**src/rtl/tmds_word_aligner.sv**
```systemverilog
// TMDS receive word aligner for one channel.
// Slides a 10-bit window over two consecutive raw deserializer words to find the
// symbol boundary. A run of control tokens at one offset declares lock. While
// searching, a long run of non-token words at one offset slips the window by one
// bit. Once locked, a long absence of tokens drops lock and the search resumes
// from the current offset.
module tmds_word_aligner #(
  parameter int LOCK_COUNT     = 8,
  parameter int SEARCH_TIMEOUT = 1024,
  parameter int LOSS_TIMEOUT   = 65536
) (
  input  logic       clk_pixel,
  input  logic       reset,
  input  logic [9:0] raw_word,
  input  logic       raw_valid,
  output logic [9:0] aligned_word,
  output logic       aligned_valid,
  output logic       is_ctrl,
  output logic [1:0] ctrl,
  output logic       locked,
  output logic [3:0] offset,
  output logic       lock_lost
);

  localparam int RUN_W  = $clog2(LOCK_COUNT + 1);
  localparam int TMO_W  = $clog2(SEARCH_TIMEOUT + 1);
  localparam int LOSS_W = $clog2(LOSS_TIMEOUT + 1);

  localparam logic [9:0] TOK_C00 = 10'b1101010100;
  localparam logic [9:0] TOK_C01 = 10'b0010101011;
  localparam logic [9:0] TOK_C10 = 10'b0101010100;
  localparam logic [9:0] TOK_C11 = 10'b1010101011;

  typedef enum logic {ST_SEARCH, ST_LOCKED} state_t;

  // Returns {is_ctrl, c1, c0}; non-token words decode to all zeros.
  function automatic logic [2:0] decode_token(input logic [9:0] w);
    case (w)
      TOK_C00: decode_token = 3'b100;
      TOK_C01: decode_token = 3'b101;
      TOK_C10: decode_token = 3'b110;
      TOK_C11: decode_token = 3'b111;
      default: decode_token = 3'b000;
    endcase
  endfunction

  state_t              state_q, state_d;
  logic [9:0]          prev_word_q, prev_word_d;
  logic [9:0]          aligned_word_q, aligned_word_d;
  logic                aligned_valid_q, aligned_valid_d;
  logic                is_ctrl_q, is_ctrl_d;
  logic [1:0]          ctrl_q, ctrl_d;
  logic [3:0]          offset_q, offset_d;
  logic                lock_lost_q, lock_lost_d;
  logic [RUN_W-1:0]    run_q, run_d;
  logic [TMO_W-1:0]    tmo_q, tmo_d;
  logic [LOSS_W-1:0]   loss_q, loss_d;

  logic [19:0] comb_w;
  logic [19:0] shifted_w;
  logic [9:0]  win;
  logic [2:0]  tok;

  // The current word sits above the previous one, so earlier bits are at lower indices.
  assign comb_w    = {raw_word, prev_word_q};
  assign shifted_w = comb_w >> offset_q;
  assign win       = shifted_w[9:0];
  assign tok       = decode_token(win);

  // Next-state: window capture, token decode and the search/lock counters.
  always_comb begin
    state_d         = state_q;
    prev_word_d     = prev_word_q;
    aligned_word_d  = aligned_word_q;
    aligned_valid_d = 1'b0;
    is_ctrl_d       = is_ctrl_q;
    ctrl_d          = ctrl_q;
    offset_d        = offset_q;
    lock_lost_d     = 1'b0;
    run_d           = run_q;
    tmo_d           = tmo_q;
    loss_d          = loss_q;
    if (raw_valid) begin
      prev_word_d     = raw_word;
      aligned_word_d  = win;
      is_ctrl_d       = tok[2];
      ctrl_d          = tok[1:0];
      aligned_valid_d = 1'b1;
      case (state_q)
        ST_SEARCH: begin
          if (tok[2]) begin
            tmo_d = '0;
            if (run_q == RUN_W'(LOCK_COUNT - 1)) begin
              state_d = ST_LOCKED;
              run_d   = '0;
              loss_d  = '0;
            end else begin
              run_d = run_q + 1'b1;
            end
          end else begin
            run_d = '0;
            if (tmo_q == TMO_W'(SEARCH_TIMEOUT - 1)) begin
              tmo_d    = '0;
              offset_d = (offset_q == 4'd9) ? 4'd0 : offset_q + 4'd1;
            end else begin
              tmo_d = tmo_q + 1'b1;
            end
          end
        end
        ST_LOCKED: begin
          // A token in the same word that would hit the limit keeps lock.
          if (tok[2]) begin
            loss_d = '0;
          end else if (loss_q == LOSS_W'(LOSS_TIMEOUT - 1)) begin
            state_d     = ST_SEARCH;
            lock_lost_d = 1'b1;
            loss_d      = '0;
            run_d       = '0;
            tmo_d       = '0;
          end else begin
            loss_d = loss_q + 1'b1;
          end
        end
        default: state_d = ST_SEARCH;
      endcase
    end
  end

  // State register; reset clears every output, the window history and all counters.
  always_ff @(posedge clk_pixel or posedge reset) begin
    if (reset) begin
      state_q         <= ST_SEARCH;
      prev_word_q     <= '0;
      aligned_word_q  <= '0;
      aligned_valid_q <= 1'b0;
      is_ctrl_q       <= 1'b0;
      ctrl_q          <= '0;
      offset_q        <= '0;
      lock_lost_q     <= 1'b0;
      run_q           <= '0;
      tmo_q           <= '0;
      loss_q          <= '0;
    end else begin
      state_q         <= state_d;
      prev_word_q     <= prev_word_d;
      aligned_word_q  <= aligned_word_d;
      aligned_valid_q <= aligned_valid_d;
      is_ctrl_q       <= is_ctrl_d;
      ctrl_q          <= ctrl_d;
      offset_q        <= offset_d;
      lock_lost_q     <= lock_lost_d;
      run_q           <= run_d;
      tmo_q           <= tmo_d;
      loss_q          <= loss_d;
    end
  end

  assign aligned_word  = aligned_word_q;
  assign aligned_valid = aligned_valid_q;
  assign is_ctrl       = is_ctrl_q;
  assign ctrl          = ctrl_q;
  assign locked        = (state_q == ST_LOCKED);
  assign offset        = offset_q;
  assign lock_lost     = lock_lost_q;

endmodule

```
**config.mk**
```make
export PLATFORM = sky130hd
export DESIGN_NAME = tmds_word_aligner
export DESIGN_NICKNAME = d
export VERILOG_FILES = /design/src/rtl/tmds_word_aligner.sv
export SDC_FILE = /design/constraint.sdc
export NUM_CORES = 1
export LEC_CHECK = 0
export ABC_AREA = 0
export CORE_MARGIN = 2
export CORE_UTILIZATION = 55
export CTS_CLUSTER_DIAMETER = 40
export DETAILED_ROUTE_END_ITERATION = 6
export PLACE_DENSITY_LB_ADDON = 0.3
export SYNTH_ARGS = -nofsm -noshare
export SYNTH_HDL_FRONTEND = slang
export SYNTH_SLANG_ARGS = --single-unit
```
**constraint.sdc**
```tcl
create_clock -name clk_pixel -period 4.15 [get_ports clk_pixel]
set_input_delay 0.415 -clock clk_pixel [delete_from_list [all_inputs] [get_ports clk_pixel]]
set_output_delay 0.415 -clock clk_pixel [all_outputs]
set_load 0.05 [all_outputs]
```
After elaboration in Yosys (flattened, before gate mapping):

Cells that the tools add are included.

* ROM bits: 0
* memory bits (writable): 0
* latch bits: 0
* input port bits: 13
* register bits after elaboration: 62
* memories: 0

* equality and inequality tests: 12
* bitwise gates (word level): 2
* order comparisons: 0
* shifts and indexed selects: 1
* multiplexer cells: 27
* reductions and logical operators: 3
* $add $sub $neg: 4
* divide/modulo/power cells: 0
* multipliers: 0

Operator list (count)
* $mux W17: 4
* $mux W11: 4
* $pmux W17 S2: 1
* $pmux W11 S2: 1
* $eq A10 B10 Y1 const B: 2
* $mux W4: 5
* $shr A20 B4 Y10: 1
* $add A17 B1 Y17 const B: 1
* $eq A17 B16 Y1 const B: 1
* $pmux W3 S4: 1
* $add A11 B1 Y11 const B: 1
* $eq A11 B10 Y1 const B: 1
* $eq A10 B8 Y1 const B: 1
* $eq A10 B9 Y1 const B: 1
* $mux W1: 9
* $add A4 B1 Y4 const B: 2
* $pmux W4 S2: 1
* $ne A2 B2 Y1 const B: 3
* $reduce_and A3 Y1: 2
* $eq A4 B3 Y1 const B: 1
* $eq A4 B4 Y1 const B: 1
* $reduce_and A4 Y1: 1
* $ne A2 B1 Y1 const B: 1
* $not A1 Y1: 2
* $pmux W1 S2: 1

Depth between registers and ports, before layout:

Gate-level depths: netlist of the first run.

* depth in word-level cells: 6
* depth in mapped cells: 12
* gate-level depth less buffers: 9

Worst setup path before layout of the first run:

OpenSTA, ideal clock, no wires.

* path type: register -> register
* start: register offset_q[0], in the netlist offset[0]
* end: register loss_q[12]
* clock period less this slack: 3266 ps
* data arrival time: 3140 ps
* library setup time: 126 ps
* slack: 884 ps
* required time: 4024 ps
* buffers on the path: 3
* cell stages (with the launch flop): 11
* cells stage by stage: dfrtp_1 > buf_6 > buf_6 > mux4_2 > mux4_2 > nor4b_2 > and3_2 > or2_4 > a31oi_4 > buf_6 > a221o_1

* word-level cells in the longest chain between the ends: 5
* elaborated cells on any way between the ends: 10
* those cells by class: 5 x eq/ne; 1 x shift; 3 x mux; 1 x reduce/logical

RTL lines
* start: declaration: line 53 `logic [3:0] offset_q, offset_d;`
* start signal: assignment: line 150 `offset_q <= offset_d;`
* $shr A20 B4 Y10 *: line 66 `assign shifted_w = comb_w >> offset_q;`
* $eq A10 B10 Y1 (tied with other cells): line 38 `case (w)`
* $pmux W3 S4 *: line 38
* $mux W17 or $ne A2 B2 Y1 (tied branches)
* $pmux W17 S2 or $reduce_and A3 Y1 (tied branches)
* end signal: assignment: line 154 `loss_q <= loss_d;`
* end: declaration: line 57 `logic [LOSS_W-1:0] loss_q, loss_d;`

Mark *: on every way between the ends. The rest lies on a longest branch, timed or not.
A chain may end at the register's enable or synchronous reset.

Final worst setup path of the first run:

* start: register offset_q[0], in the netlist offset[0]
* end: register tmo_q[8]

* word-level cells in the longest chain between the ends: 5
* elaborated cells on any way between the ends: 10
* those cells by class: 5 x eq/ne; 1 x shift; 3 x mux; 1 x reduce/logical

RTL lines
* $shr A20 B4 Y10 *: line 66
* $eq A10 B10 Y1 (tied with other cells): line 38
* $pmux W3 S4 *: line 38
* $mux W11 or $ne A2 B2 Y1 (tied branches)
* $pmux W11 S2 or $reduce_and A3 Y1 (tied branches)
* end signal: assignment: line 153 `tmo_q <= tmo_d;`
* end: declaration: line 56 `logic [TMO_W-1:0] tmo_q, tmo_d;`

Marked as above.

==> flow_summary_export.csv, run 1 <==
group,metric,value,unit
clocking,cts.sinks,62,
timing,slew_viol_final,0,
clocking,hold_buffers,0,
global_routing,grt_pass1_wl,14530,µm
detailed_routing,wire_per_inst,17.85,µm
logic_synthesis,syn_area,0.003866,mm²
hold_path,hold_path.class,"in2async",
placed_design,dp_cells,471,
finish,nFillCells,540,
global_routing,track_usage,0.2472,
timing,max_freq,259.4,MHz
detailed_routing,viasPerCell,6.193,
floorplanning,core-area,0.006794,mm²
global_routing,antenna_found_initial,0,
detailed_routing,postRouteAntennaNets,0,
setup_path,end_kind,"flop",
placed_design,gp_congestion,0.9264,
timing,hold_viol_final,0,
floorplanning,rows,30,
power_and_ir_drop,p_leak,1.778,nW
power_and_ir_drop,vdd_ir_drop_max,0.1693,mV
timing,fin_setup_tns,0,ns
detailed_routing,drt-initial-drc-count,236,
finish,diodes,0,
floorplanning,die-area,0.007716,mm²
finish,fin_util,0.6534,
setup_path,cp.arrival,4.09,ns
timing,grt_setup_unrepaired,"false",
logic_synthesis,ys_warn_count,0,
detailed_routing,routed-wl-met2,4040,µm
setup_path,path_cells,"buf_4 > mux4_2 > mux4_2 > nand4b_1 > nor3_2 > nor2_1 > a31oi_2 > a211o_1",
clocking,cts_buffers,9,
floorplanning,chipWidth,87.84,µm
setup_path,slowest_stage,"dfrtp_1",
setup_path,cp-start-kind,"flop",
clocking,cts_root_buf,"clkbuf_8",
timing,relSlewSlack,0.4472,
clocking,cts_buffer_depth,2,
global_routing,grt_max_degree,36,
finish,area_delta_synth_final,14.82,%
floorplanning,chipHeight,87.84,µm
global_routing,overflow,0,
detailed_routing,topRoutingLayerUsed,"met4",
detailed_routing,drt_wl_total,8695,µm
power_and_ir_drop,powerDensity,317.7,mW/mm²
clocking,cts_tree,"yes",
placed_design,portBuffers,32,
floorplanning,io_pins,33,
flow_run,maxCapViolCount,0,
setup_path,crit_type,"reg2reg",
detailed_routing,drc,0,
timing,hold_ws,0.5096,ns
finish,drive_gt1_frac,0.2046,
clocking,clock_latency,0.35,ns
placed_design,dp_hpwl,6169,µm
logic_synthesis,synthesis.nets,370,
logic_synthesis,ys_ff_latch,62,
setup_path,cp.required,4.39,ns
timing,finalCritPeriodShare,0.9291,
clocking,clk_pin_slew,0.07,ns
power_and_ir_drop,power,0.001411,W
finish,final_cells,487,
setup_path,cp-startpoint,"offset[0]$_DFFE_PP0P_",
timing,finClkSkew,0.008196,ns
setup_path,cp_slowest_stage_delay,0.73,ns
floorplanning,start_util,0.5691,
timing,period_needed,3.856,ns
detailed_routing,wl_met1,4061,µm
logic_synthesis,postSynthAreaPerCell,10.92,µm²
logic_synthesis,syn_inst,354,
timing,setup_viol,0,
detailed_routing,first_pass_iters,4,
detailed_routing,vias,3016,
clocking,post_cts_buffers,0,
logic_synthesis,synth_cell_types,55,
setup_path,r2r_start,"offset[0]$_DFFE_PP0P_",
run_status,status,"completed",
detailed_routing,wl_met3,441,µm
clocking,htreeDepth,3,
logic_synthesis,ys_seq_area_frac,0.4013,
finish,finalNetCount,402,
setup_path,path_max_fanout,12,
setup_path,path_common_cell,"mux4_2",
timing,tightest_slew,0.8262,ns
clocking,cts_resized,0,
global_routing,grt_pass1_vias,2886,
-- per-stage QoR --
stage | cell area [µm²] | setup slack (ns)
after floorplan | 3866 | 0.8838
after global placement | 4249 | 0.3747
after detailed placement | 4249 | 0.2870
after CTS | 4439 | 0.2836
after global routing | 4439 | 0.02985
final | 4439 | 0.2942
-- Yosys cell counts (all sizes together) --
library cell / n / area (µm²)
nor4b: 6 / 58.80
nor2: 25 / 101.4
a22oi: 4 / 35.03
a22o: 1 / 8.760
nand3: 15 / 75.07
nor4: 9 / 56.30
and2: 8 / 50.05
a21o: 5 / 37.54
xnor2: 3 / 26.28
o221ai: 1 / 8.760
mux4: 24 / 540.5
o2bb2ai: 2 / 17.52
nand3b: 2 / 15.01
and3: 7 / 45.05
o21a: 1 / 7.510
dfrtp: 62 / 1551
a211oi: 1 / 7.510
a21boi: 1 / 7.510
ha: 3 / 37.54
o21ai: 11 / 55.05
mux2i: 6 / 60.06
a21oi: 7 / 35.03
buf: 14 / 95.09
o211ai: 5 / 37.54
or3b: 2 / 17.52
mux2: 21 / 236.5
xor2: 2 / 17.52
a221oi: 1 / 8.760
nor3: 11 / 60.06
a31oi: 3 / 40.04
a211o: 2 / 17.52
nor2b: 10 / 62.56
clkbuf: 4 / 15.01
o22ai: 1 / 6.260
inv: 16 / 60.06
a31o: 1 / 8.760
a32o: 3 / 30.03
nand2: 30 / 112.6
or3: 5 / 31.28
or2: 2 / 15.02
a221o: 12 / 120.1
nand4b: 2 / 17.52
nand4: 3 / 18.77
-- layout make-up --
| type | count | area, µm² | area share |
|---|---|---|---|
| inverters | 16 | 60.06 | 0.01353 |
| multi-input cells | 258 | 2145 | 0.4831 |
| clock buffers | 10 | 127.6 | 0.02875 |
| flip-flops and latches | 62 | 1551 | 0.3495 |
| well taps | 96 | 120.1 | 0.02706 |
| clock inverters | 6 | 62.56 | 0.01409 |
| repair buffers | 39 | 372.9 | 0.08399 |
-- kinds of logic (layout without fill, tap and decap cells) --
logic type      count (synthesis)  count (layout)  share of synthesized area
compound gates                 62              62                     0.1265
xor+xnor                        5               5                    0.01133
fa+ha+maj                       3               3                   0.009710
buf+inv                        34              71                    0.04401
flops                          62              62                     0.4013
mux                            51              51                     0.2165
simple gates                  137             137                     0.1906
-- layer usage --
layer  GRT usage  up-vias
met5           0        -
met2      0.3650       89
met4      0.1007        0
met1      0.3650     1498
li1            -     1415
met3     0.04053       14
-- state kept, by name (all words and copies together), names as in the netlist, 2 cells and up --
name          count
offset            4
run_q             4
ctrl              2
tmo_q            11
loss_q           17
aligned_word     10
prev_word_q      10
-- power breakdown --
group          switching [W]  internal (W)
combinational       0.000111     0.0000937
clock               0.000249      0.000276
sequential         0.0000388      0.000642
total               0.000399       0.00101
-- critical path: cells and delay by family (launching register included) --
kind                   cells  cell delay (ns)
AOI/OAI and AO/OA          2             0.74
buffers and inverters      1             0.31
muxes                      2             1.07
DFF                        1             0.73
and+or+nand+nor            3             0.87
-- path summary, 6_finish.rpt --
path / end / cells after the start / slack [ns]
max in group asynchronous: loss_q[1]$_DFFE_PP0P_ / 3 / 2.77
min reg2reg: aligned_word[5]$_DFFE_PP0P_ / 1 / 0.51
min in group clk_pixel: aligned_word[5]$_DFFE_PP0P_ / 1 / 0.51
max: tmo_q[8]$_DFFE_PP0P_ / 8 / 0.29
max reg2reg: tmo_q[8]$_DFFE_PP0P_ / 8 / 0.29
min: aligned_word[4]$_DFFE_PP0P_ / 2 / 0.51
-- cell usage in the layout, fill, tap and decap left out, types with 7 or more instances in the layout --
cell type        instances
dfrtp_1                 62
clkdlybuf4s50_1         32
nand2_1                 30
mux4_2                  24
nor2_1                  24
mux2_2                  21
inv_1                   15
nand3_1                 15
a221o_1                 12
nor2b_1                 10
o21ai_0                 10
nor3_1                  10
nor4_1                   9
clkbuf_8                 9
and2_1                   8
a21oi_1                  7
buf_4                    7
Power figures use the tool's default switching activity.
==> run 2, diff against run 1 <==
==> constraint.sdc (replaced) <==
create_clock -name clk_pixel -period 3.7 [get_ports clk_pixel]
set_input_delay 0.37 -clock clk_pixel [delete_from_list [all_inputs] [get_ports clk_pixel]]
set_output_delay 0.37 -clock clk_pixel [all_outputs]
set_load 0.05 [all_outputs]
==> run 2 against run 1 <==
  * Clock power grew 10%
  * Fmax grew 13%
  * Die area is the same
  * Final cell count grew 0.41%
  * First-iteration DRC count grew 0.85%
  * Critical endpoint is now tmo_q[10]$_DFFE_PP0P_
  * Critical path type unchanged
  * Largest cell class unchanged
  * Power grew 12%
  * Sequential share of layout area shrank 0.16 points
  * Critical path depth grew 1
  * Register-to-register slack is essentially flat
  * Sequential power grew 12%
  * Combinational power grew 13%
==> flow_summary_export.csv, run 2 (synthesized netlist as in run 1, its figures left out) <==
group,metric,value,unit
timing,relSlewSlack,0.5504,
flow_run,maxCapViolCount,0,
clocking,cts_root_buf,"clkbuf_8",
timing,max_freq,292.4,MHz
setup_path,slowest_stage,"dfrtp_1",
setup_path,path_max_fanout,13,
placed_design,dp_hpwl,6170,µm
global_routing,overflow,0,
floorplanning,start_util,0.5691,
clocking,cts_buffers,9,
floorplanning,rows,30,
timing,setup_viol,0,
floorplanning,io_pins,33,
timing,finalCritPeriodShare,0.9243,
detailed_routing,drc,0,
run_status,status,"completed",
timing,grt_setup_unrepaired,"false",
clocking,cts.sinks,62,
timing,tightest_slew,0.6734,ns
floorplanning,die-area,0.007716,mm²
finish,diodes,0,
finish,finalNetCount,404,
detailed_routing,vias,3047,
timing,fin_setup_tns,0,ns
global_routing,grt_max_degree,37,
clocking,clk_pin_slew,0.07,ns
timing,finClkSkew,0.007137,ns
global_routing,track_usage,0.2456,
finish,top_register,"loss_q",
detailed_routing,postRouteAntennaNets,0,
finish,largest_register_ffs,17,
finish,drive_gt1_frac,0.2036,
placed_design,portBuffers,32,
setup_path,crit_type,"reg2reg",
detailed_routing,wire_per_inst,17.78,µm
setup_path,cp.required,3.89,ns
finish,top_regs,"loss_q x17, tmo_q x11",
global_routing,grt_pass1_wl,14440,µm
clocking,clock_latency,0.34,ns
clocking,htreeDepth,3,
clocking,cts_resized,0,
clocking,cts_buffer_depth,2,
detailed_routing,viasPerCell,6.231,
setup_path,cp.arrival,3.61,ns
timing,hold_viol_final,0,
placed_design,gp_congestion,0.9311,
setup_path,cp-start-kind,"flop",
timing,slew_viol_final,0,
hold_path,hold_path.class,"in2async",
finish,nFillCells,544,
clocking,post_cts_buffers,0,
floorplanning,chipWidth,87.84,µm
setup_path,path_cells,"buf_4 > mux4_2 > mux4_2 > nor4b_2 > and3_2 > or2_4 > buf_4 > o21ai_1 > a21boi_0",
power_and_ir_drop,powerDensity,352.9,mW/mm²
setup_path,end_kind,"flop",
global_routing,grt_pass1_vias,2888,
timing,period_needed,3.420,ns
detailed_routing,drt_wl_total,8694,µm
global_routing,antenna_found_initial,0,
finish,final_common_cell,"dfrtp_1",
detailed_routing,first_pass_iters,4,
finish,area_delta_synth_final,15.34,%
power_and_ir_drop,p_leak,1.780,nW
floorplanning,core-area,0.006794,mm²
finish,fin_util,0.6564,
floorplanning,chipHeight,87.84,µm
clocking,cts_tree,"yes",
power_and_ir_drop,vdd_ir_drop_max,0.1864,mV
clocking,hold_buffers,0,
setup_path,cp_slowest_stage_delay,0.65,ns
detailed_routing,drt-initial-drc-count,238,
finish,layout_common_cells,"dfrtp_1, clkdlybuf4s50_1, nand2_1",
run 2: cell count changes in the layout (fill, tap and decap cells not counted), sizes merged:
| cell | previous run | this run |
|---|---|---|
| buf | 7 | 9 |
| clkinv | 5 | 2 |
| clkbuf | 10 | 12 |
| clkinvlp | 0 | 1 |
run 2: cell type report:
| type | count | area, µm² | share of cell area |
|---|---|---|---|
| Clock inverter | 4 | 47.55 | 0.01066 |
| Timing Repair Buffer | 41 | 400.4 | 0.08979 |
| Sequential cell | 62 | 1551 | 0.3479 |
| Inverter | 16 | 60.06 | 0.01347 |
| Multi-Input combinational cell | 258 | 2145 | 0.4809 |
| Clock buffer | 12 | 135.1 | 0.03030 |
| Tap cell | 96 | 120.1 | 0.02694 |
run 2: power by group:
part / leakage, nW / switching, W / internal, W
clock network: 0.0904 / 0.000268 / 0.000310
logic: 0.925 / 0.000126 / 0.000105
registers: 0.765 / 0.0000451 / 0.000720
total: 1.78 / 0.000439 / 0.00113
run 2: path summary, 6_finish.rpt:
kind,from,to,slack [ns],cells past startpoint
min,reset,aligned_word[2]$_DFFE_PP0P_,0.44,2
max in group asynchronous,reset,loss_q[8]$_DFFE_PP0P_,2.38,3
max,offset[1]$_DFFE_PP0P_,tmo_q[10]$_DFFE_PP0P_,0.28,9
min reg2reg,aligned_word[2]$_DFFE_PP0P_,aligned_word[2]$_DFFE_PP0P_,0.51,1
max reg2reg,offset[1]$_DFFE_PP0P_,tmo_q[10]$_DFFE_PP0P_,0.28,9
min in group clk_pixel,aligned_word[2]$_DFFE_PP0P_,aligned_word[2]$_DFFE_PP0P_,0.51,1
run 2: metrics by stage:
| stage | hold WS, ns | total power [W] | instances | area [µm²] | setup slack (ns) |
|---|---|---|---|---|---|
| finish | 0.4422 | 0.001574 | 489 | 4459 | 0.2801 |
| global route | 0.5119 | 0.001637 | 489 | 4459 | 0.1194 |
| CTS | 0.4659 | 0.001579 | 489 | 4459 | 0.2719 |
| detailed placement | 0.4964 | 0.001008 | 473 | 4277 | 0.1148 |
| global placement | 0.4876 | 0.0009990 | 473 | 4277 | 0.1501 |
| floorplan | 0.4014 | 0.0009244 | 354 | 3866 | 0.4338 |
run 2: per-layer routing:
metal	global-route usage	vias to the layer above	share of wire
met4	0.09790	0	0.018
li1	-	1417	-
met5	0	-	0
met1	0.3576	1500	0.46
met2	0.3650	114	0.46
met3	0.04807	16	0.060
run 2: critical path, delay by kind of cell, from the launching register on:
family          cells  cell delay [ns]
mux                 2             0.88
simple gates        3             0.74
flops               1             0.65
compound gates      2             0.55
buf+inv             2             0.46
==> run 3, diff against run 2 <==
--- a/config.mk
+++ b/config.mk
@@ -6,11 +6,13 @@
 export NUM_CORES = 1
 export LEC_CHECK = 0
 export ABC_AREA = 0
+export ABC_CLOCK_PERIOD_IN_PS = 3700
 export CORE_MARGIN = 2
 export CORE_UTILIZATION = 55
 export CTS_CLUSTER_DIAMETER = 40
 export DETAILED_ROUTE_END_ITERATION = 6
 export PLACE_DENSITY_LB_ADDON = 0.3
+export SETUP_SLACK_MARGIN = 0.4
 export SYNTH_ARGS = -nofsm -noshare
 export SYNTH_HDL_FRONTEND = slang
 export SYNTH_SLANG_ARGS = --single-unit
==> run 3 against run 2 <==
  * Clock skew shrank 0.0019 ns
  * Sequential cell count unchanged
  * Non-clock buffer count increased by 4
  * Power hardly changed
  * Critical path depth stayed put
  * Global-route usage unchanged
  * Utilization up 0.72 points
  * Largest power group unchanged
  * Highest routed layer unchanged
==> flow_summary_export.csv, run 3 (synthesized netlist as in run 1, its figures left out) <==
group,metric,value,unit
detailed_routing,wire_per_inst,17.76,µm
floorplanning,start_util,0.5691,
detailed_routing,drt_wl_total,8755,µm
setup_path,cp_top_family,"multiplexers",
placed_design,dp_hpwl,6170,µm
floorplanning,io_pins,33,
timing,slew_viol_final,0,
detailed_routing,routed-wl-met2,4119,µm
global_routing,grt_pass1_wl,14440,µm
finish,top_regs,"loss_q x17, tmo_q x11",
global_routing,grt_pass1_vias,2888,
placed_design,dp_cells,473,
detailed_routing,topRoutingLayerUsed,"met4",
setup_path,end_kind,"flop",
finish,largest_register_ffs,17,
floorplanning,chipHeight,87.84,µm
finish,diodes,0,
setup_path,slowest_stage,"mux4_2",
clocking,clk_pin_slew,0.07,ns
floorplanning,die-area,0.007716,mm²
finish,area_delta_synth_final,16.60,%
clocking,cts_buffer_depth,2,
clocking,cts_tree,"yes",
finish,final_cells,493,
global_routing,overflow,0,
finish,drive_gt1_frac,0.2191,
clocking,htreeDepth,3,
timing,period_needed,3.159,ns
detailed_routing,drc,0,
detailed_routing,first_pass_iters,5,
flow_run,maxCapViolCount,0,
detailed_routing,drt-initial-drc-count,227,
finish,final_common_cell,"dfrtp_1",
setup_path,cp.arrival,3.38,ns
run_status,status,"completed",
finish,layout_common_cells,"dfrtp_1, clkdlybuf4s50_1, nand2_1",
clocking,cts_buffers,9,
finish,top_register,"loss_q",
clocking,cts.sinks,62,
timing,max_freq,316.6,MHz
global_routing,antenna_found_initial,0,
timing,grt_setup_unrepaired,"false",
timing,fin_setup_tns,0,ns
clocking,hold_buffers,0,
power_and_ir_drop,powerDensity,349.0,mW/mm²
floorplanning,core-area,0.006794,mm²
setup_path,path_cells,"buf_12 > mux4_2 > mux4_2 > nor4b_2 > and3_2 > or2_4 > a31oi_4 > buf_12 > a221o_1",
floorplanning,chipWidth,87.84,µm
setup_path,cp-start-kind,"flop",
placed_design,portBuffers,32,
global_routing,track_usage,0.2456,
detailed_routing,wl_met3,591,µm
setup_path,critPathBufInv,2,
setup_path,path_max_fanout,27,
setup_path,r2r_start,"offset[0]$_DFFE_PP0P_",
timing,relSlewSlack,0.5554,
setup_path,crit_type,"reg2reg",
timing,finalCritPeriodShare,0.8538,
hold_path,hold_path.class,"in2async",
detailed_routing,viasPerCell,6.254,
timing,hold_viol_final,0,
placed_design,gp_congestion,0.9311,
clocking,clock_latency,0.34,ns
timing,tightest_slew,0.6659,ns
placed_design,dpl-instance-area,0.004277,mm²
finish,nFillCells,541,
detailed_routing,postRouteAntennaNets,0,
setup_path,cp_slowest_stage_delay,0.56,ns
setup_path,cp-startpoint,"offset[0]$_DFFE_PP0P_",
detailed_routing,wl_met1,3896,µm
global_routing,grt_max_degree,37,
floorplanning,rows,30,
timing,finClkSkew,0.005285,ns
setup_path,cp.required,3.92,ns
power_and_ir_drop,vdd_ir_drop_max,0.1846,mV
clocking,cts_root_buf,"clkbuf_8",
finish,design_area,0.004508,mm²
detailed_routing,vias,3083,
timing,setup_viol,0,
power_and_ir_drop,p_leak,1.807,nW
finish,finalNetCount,408,
## run 3: path summary, 6_finish.rpt
check                                              endpoint  slack [ns]  cells after the start
min in group clk_pixel                  ctrl[0]$_DFFE_PP0P_        0.51                      1
worst max-delay path                 loss_q[11]$_DFFE_PP0P_        0.54                      9
worst min register to register          ctrl[0]$_DFFE_PP0P_        0.51                      1
max in group asynchronous             loss_q[4]$_DFFE_PP0P_        2.38                      3
worst max register to register       loss_q[11]$_DFFE_PP0P_        0.54                      9
worst min-delay path            aligned_word[2]$_DFFE_PP0P_        0.44                      2
## run 3: metal layers
metal / vias up / track usage
met1: 1517 / 0.3576
met4: 0 / 0.09790
met3: 14 / 0.04807
met2: 133 / 0.3650
li1: 1419 / -
met5: - / 0
## run 3: final cells by class
type	count	area, µm²	share of cell area
sequential	62	1554	0.3447
inverter	16	60.06	0.01332
clock buffer	12	135.1	0.02998
timing repair buffer	45	442.9	0.09825
tap	96	120.1	0.02664
clock inverter	4	47.55	0.01055
multi-input combinational	258	2148	0.4765
## run 3: worst reg2reg max path, cell delays in order (launching register included)
cell     delay [ns]
dfrtp_1        0.37
buf_12         0.21
mux4_2         0.57
mux4_2         0.51
nor4b_2        0.25
and3_2         0.25
or2_4          0.22
a31oi_4        0.11
buf_12         0.18
a221o_1        0.35
## run 3: metrics by stage
| step | power, W | util | setup slack [ns] | hold WS (ns) |
|---|---|---|---|---|
| global placement | 0.0009990 | 0.6295 | 0.1501 | 0.4876 |
| finish | 0.001573 | 0.6635 | 0.5410 | 0.4438 |
| CTS | 0.001579 | 0.6571 | 0.4902 | 0.4658 |
| floorplan | 0.0009244 | - | 0.4338 | 0.4014 |
| global route | 0.001638 | 0.6635 | 0.4254 | 0.5124 |
| detailed placement | 0.001008 | 0.6295 | 0.1148 | 0.4964 |
## run 3: where the power goes
group,internal [W],switching (W)
logic,0.000105,0.000126
clock network,0.000310,0.000268
registers,0.000720,0.0000450
## run 3: what timing repair did
item | in CTS | in global routing
gates resized for setup | 2 | 1
buffers inserted | 0 | 4
pin swaps | 0 | 1
setup endpoints to repair | 20 | 15
endpoints found under the hold margin | 0 | 0
